File: src/rtl/regfile_pkg.sv
// Shared constants and types for the multi-ported register file.
package regfile_pkg;

    localparam int DEF_DATA_W   = 32;
    localparam int DEF_NUM_REGS = 32;
    localparam int DEF_NUM_RD   = 2;
    localparam int DEF_ADDR_W   = $clog2(DEF_NUM_REGS);

    localparam int ZERO_REG = 0;

    typedef logic [DEF_ADDR_W-1:0] reg_addr_t;
    typedef logic [DEF_DATA_W-1:0] reg_data_t;

endpackage

File: src/rtl/regfile_read_port.sv
// One registered read port: storage mux, same-cycle write bypass, scoreboard lookup.
module regfile_read_port
    import regfile_pkg::*;
#(
    parameter int DATA_W   = DEF_DATA_W,
    parameter int NUM_REGS = DEF_NUM_REGS,
    parameter int ADDR_W   = $clog2(NUM_REGS)
) (
    input  logic                       clk,
    input  logic                       reset_n,
    input  logic                       req,
    input  logic [ADDR_W-1:0]          addr,
    input  logic [NUM_REGS*DATA_W-1:0] mem,
    input  logic [NUM_REGS-1:0]        busy_vec,
    input  logic                       wr_en,
    input  logic [ADDR_W-1:0]          wr_addr,
    input  logic [DATA_W-1:0]          wr_data,
    output logic                       valid,
    output logic [DATA_W-1:0]          data,
    output logic                       busy
);

    logic              hit;
    logic [DATA_W-1:0] rdata;
    logic              rbusy;

    // A same-cycle write to the addressed register is the newest value and clears
    // its pending state; a same-cycle claim belongs to a younger instruction, so
    // the scoreboard is sampled before this edge's updates.
    always_comb begin
        hit   = wr_en && (wr_addr == addr) && (addr != ADDR_W'(ZERO_REG));
        rdata = mem[int'(addr)*DATA_W +: DATA_W];
        rbusy = busy_vec[addr];
        if (hit) begin
            rdata = wr_data;
            rbusy = 1'b0;
        end
    end

    always_ff @(posedge clk or negedge reset_n) begin
        if (!reset_n) begin
            valid <= 1'b0;
            data  <= '0;
            busy  <= 1'b0;
        end else begin
            valid <= req;
            busy  <= req ? rbusy : 1'b0;
            if (req) begin
                data <= rdata;
            end
        end
    end

endmodule

File: src/rtl/regfile_mp.sv
// Multi-ported register file with r0 hardwired to zero and a pending-write scoreboard.
module regfile_mp
    import regfile_pkg::*;
#(
    parameter  int DATA_W   = DEF_DATA_W,
    parameter  int NUM_REGS = DEF_NUM_REGS,
    parameter  int NUM_RD   = DEF_NUM_RD,
    localparam int ADDR_W   = $clog2(NUM_REGS)
) (
    input  logic                     clk,
    input  logic                     reset_n,
    input  logic [NUM_RD-1:0]        rd_req,
    input  logic [NUM_RD*ADDR_W-1:0] rd_addr,
    output logic [NUM_RD-1:0]        rd_valid,
    output logic [NUM_RD*DATA_W-1:0] rd_data,
    output logic [NUM_RD-1:0]        rd_busy,
    input  logic                     wr_en,
    input  logic [ADDR_W-1:0]        wr_addr,
    input  logic [DATA_W-1:0]        wr_data,
    input  logic                     claim_en,
    input  logic [ADDR_W-1:0]        claim_addr,
    output logic [NUM_REGS-1:0]      busy_vec
);

    logic [NUM_REGS*DATA_W-1:0] mem_q;
    logic                       wr_ok;
    logic                       claim_ok;

    assign wr_ok    = wr_en && (wr_addr != ADDR_W'(ZERO_REG));
    assign claim_ok = claim_en && (claim_addr != ADDR_W'(ZERO_REG));

    // Slot 0 is never written, so it stays at its reset value of zero.
    always_ff @(posedge clk or negedge reset_n) begin
        if (!reset_n) begin
            mem_q <= '0;
        end else if (wr_ok) begin
            mem_q[int'(wr_addr)*DATA_W +: DATA_W] <= wr_data;
        end
    end

    // Claim is applied after the write clear so a colliding claim leaves the bit set.
    always_ff @(posedge clk or negedge reset_n) begin
        if (!reset_n) begin
            busy_vec <= '0;
        end else begin
            if (wr_ok) begin
                busy_vec[wr_addr] <= 1'b0;
            end
            if (claim_ok) begin
                busy_vec[claim_addr] <= 1'b1;
            end
        end
    end

    for (genvar p = 0; p < NUM_RD; p++) begin : g_rd
        regfile_read_port #(
            .DATA_W  (DATA_W),
            .NUM_REGS(NUM_REGS),
            .ADDR_W  (ADDR_W)
        ) u_port (
            .clk     (clk),
            .reset_n (reset_n),
            .req     (rd_req[p]),
            .addr    (rd_addr[p*ADDR_W +: ADDR_W]),
            .mem     (mem_q),
            .busy_vec(busy_vec),
            .wr_en   (wr_en),
            .wr_addr (wr_addr),
            .wr_data (wr_data),
            .valid   (rd_valid[p]),
            .data    (rd_data[p*DATA_W +: DATA_W]),
            .busy    (rd_busy[p])
        );
    end

endmodule

File: config.mk
export PLATFORM = sky130hd
export DESIGN_NAME = regfile_mp
export DESIGN_NICKNAME = d
export VERILOG_FILES = /design/src/rtl/regfile_pkg.sv /design/src/rtl/regfile_read_port.sv /design/src/rtl/regfile_mp.sv
export SDC_FILE = /design/constraint.sdc
export NUM_CORES = 2
export LEC_CHECK = 0
export ABC_AREA = 0
export CAP_MARGIN = 20
export CORE_AREA = 3 3 517 391
export CTS_BUF_LIST = sky130_fd_sc_hd__clkbuf_8
export DETAILED_ROUTE_END_ITERATION = 8
export DIE_AREA = 0 0 520 394
export PLACE_DENSITY = 0.5
export SYNTH_ARGS = -nofsm -noshare
export SYNTH_HDL_FRONTEND = slang
export SYNTH_SLANG_ARGS = --single-unit
File: constraint.sdc
create_clock -name clk -period 3.8 [get_ports clk]
set_input_delay 0.57 -clock clk [delete_from_list [all_inputs] [get_ports clk]]
set_output_delay 0.57 -clock clk [all_outputs]
set_load 0.01 [all_outputs]
==> metrics.cfg <==
[run_status]
status=completed

[global_routing]
grt_usage=0.2005
grt_pass1_vias=39654
antenna_found_initial=7
grt_first_pass_wirelength_um=301800
grt.overflow.total=0
grt_max_degree=92

[logic_synthesis]
synth-async-reset-ratio=1.000
yosysSeqAreaShare=0.4766
yosys_warnings=0
synth_edf_count=0
ys_seq_elements=1124
syn_area_um2=59020
ys.flop_type=dfrtp_1
syn_area_per_cell_um2=15.13
synth_cells=3901
synth_fp_nets=3964
synth.distinct_cells=57

[die]
dieArea_um2=204900
die_h_um=394
initial_core_util=0.2997
rows=141
fp.dieW_um=520
core_area_um2=196900
ios=158

[detailed_routing]
wl_met1_um=95500
dr_wl_met2_um=92100
firstDrtPassIters=5
via_per_inst=5.540
antenna_left=0
drt_iter0_drc=3197
drcViolationCount=0
wl_met3_um=13770
wirelength_um=206300
vias=38029
dr.max_layer_used=met4
detail_route.wl_per_cell_um=30.05

[cts]
ctsHtreeMaxLevel=4
cts.path.max_buffers=4
cts_buffers=188
root_buffer=clkbuf_8
post-cts-setup-buffer-count=0
holdBufCountCts=2
cts_sinks=1124
cts_tree=done
cts_resized=0
clk_latency_ps=900
path_clk_slew_ps=70

[hold_path]
hp-class=input pin to register
worstHoldStart=rd_addr[7]

[timing]
tns_ps=0
post-route-period-util=0.7254
final-max-slew-violation-count=0
fin_skew_ps=50.03
worstMarginPinSlew_ps=977.1
finalSetupViolations=0
setup_ws_ps=1044
slew_headroom=0.3486
fmax_mhz=362.8
period_needed_ps=2756
hold_violations=0
rsz0062_at_grt=false

[cells_and_area]
num-fill-cells=18975
nNetsFinal=4144
finalNonFillerCells=6865
layout-drive-gt1-share=0.4801
area_delta_synth_final_pct=17.67

[place]
portBuffers=157
dp_hpwl_um=122700
pre_cts_ws_ps=127.1
dp.cells=6530
gp_congestion=0.7989

[worst_setup_path]
rrSetupSlack_ps=1770
critPathCaptureType=register
crit_start=wr_addr[1]
critPathLaunchType=input pin
path_max_fanout=12
r2r-start=mem_q[332]
critical_path_class=input pin to register
required_ps=4570
arrival_ps=3520

[power_and_ir_drop]
irDropWorstVdd_mv=0.2610
power.total_w=0.03733
pwr_density_cell_nw_per_um2=537.6
p_leak_nw=29.98

[run]
cap_viol_max_count=0

## area by class of cell
| cell class | instances | area [um^2] | area share |
|---|---|---|---|
| multi-input combinational | 2342 | 29300 | 0.4219 |
| inverter | 8 | 30.03 | 0.0004324 |
| clock buffer | 237 | 3262 | 0.04697 |
| clock inverter | 88 | 476.7 | 0.006865 |
| tap | 2645 | 3309 | 0.04766 |
| antenna | 4 | 10.01 | 0.0001441 |
| timing repair buffer | 417 | 4930 | 0.07099 |
| sequential | 1124 | 28130 | 0.4050 |
## cells in the final DEF, fill, tap and decap left out, types with 5 or more instances in the layout
master           count
a221oi_1            43
nand3_4             18
nand3_1             32
mux2_2             871
nor2_1              19
nor2b_1              6
buf_4              154
mux4_2             572
clkbuf_8           237
o31ai_1             53
buf_16              11
mux2i_1            167
buf_8               10
a22oi_1             63
clkdlybuf4s50_1    149
nand2_1            140
ha_1                 5
o21ai_0            130
a21o_1              32
nand2_4              6
nand3b_1            10
buf_12              88
dfrtp_1           1124
a22o_1              33
a21oi_1              5
nand4_4              5
a221o_1              6
and2_1              11
clkinv_2            20
nand2b_1            56
inv_1               65
xnor2_1             10
mux2_1               6
## critical path, stage by stage
cell and delay (ps):
clkdlybuf4s50_1 510, inv_1 80, ha_1 190, and2_1 140, ha_1 300, inv_1 90
and3_1 630, nand3_4 410, buf_12 300, mux2_2 280
## per-stage QoR
| step | util | area [um^2] | hold WS [ps] |
|---|---|---|---|
| finish | 0.3527 | 69440 | 88.52 |
| detailed placement | 0.3331 | 65580 | 382.6 |
| global placement | 0.3316 | 65290 | 377.0 |
| floorplan | - | 59020 | 274.4 |
| global route | 0.3527 | 69440 | 44.09 |
| CTS | 0.3522 | 69340 | 9.357 |
## kinds of logic after synthesis
| group | after synthesis | share of synthesized area |
|---|---|---|
| AO/OA/AOI/OAI | 384 | 0.04539 |
| XOR/XNOR | 12 | 0.001781 |
| adder cells (fa/ha/maj) | 5 | 0.001060 |
| buffers and inverters | 435 | 0.03189 |
| flip-flops | 1124 | 0.4766 |
| multiplexers | 1616 | 0.4140 |
| AND/OR/NAND/NOR | 325 | 0.02932 |
## registers in the layout (all words and copies together), names as in the netlist
register	flops
g_rd.u_port.valid	2
mem_q	1024
busy_vec	32
g_rd.u_port.busy	2
g_rd.u_port.data	64
## synth_stat cells, types with 3 or more instances
cell | number | area, um^2
mux2i_1 | 167 | 1672
a21oi_1 | 5 | 25.02
inv_1 | 7 | 26.28
nand3_2 | 18 | 180.2
a221o_1 | 6 | 60.06
a21o_1 | 32 | 240.2
clkbuf_1 | 235 | 882.1
nand4_2 | 4 | 50.05
mux2_1 | 6 | 67.56
buf_2 | 142 | 710.7
mux4_2 | 572 | 12880
o21a_1 | 3 | 22.52
o31ai_1 | 54 | 405.4
nand3_1 | 32 | 160.2
mux2_2 | 871 | 9808
a221oi_1 | 43 | 376.6
ha_1 | 5 | 62.56
xnor2_1 | 11 | 96.34
nor2_1 | 20 | 75.07
a22o_1 | 33 | 289.0
and2_1 | 12 | 75.07
buf_4 | 19 | 142.6
nor2b_1 | 8 | 50.05
a22oi_1 | 63 | 473.0
dfrtp_1 | 1124 | 28130
nand2_1 | 144 | 540.5
nand3b_1 | 10 | 75.07
o21ai_0 | 130 | 650.6
nor3_1 | 4 | 20.02
nand2b_1 | 56 | 350.3
buf_1 | 31 | 116.4
## layer usage
metal  up-vias  global-route usage
li1      15560                   -
met1     20823              0.2959
met2      1334              0.3017
met3       312             0.03914
met4         0             0.04959
met5         -                   0
## power breakdown
group / internal, W / switching, W / total [W]
sequential: 0.0149 / 0.00227 / 0.0172
clock: 0.00585 / 0.00523 / 0.0111
combinational: 0.00565 / 0.00339 / 0.00903
total: 0.0264 / 0.0109 / 0.0373
## final timing paths
check                                               end  cells after the start
min in group asynchronous                    mem_q[190]                      2
worst min-delay path                g_rd[1].u_port.busy                      3
max in group asynchronous                    mem_q[121]                      4
worst min register to register                mem_q[18]                      0
worst max register to register  g_rd[0].u_port.data[12]                      6
worst max-delay path                         mem_q[766]                     10
(Power assumes the default switching activity.)
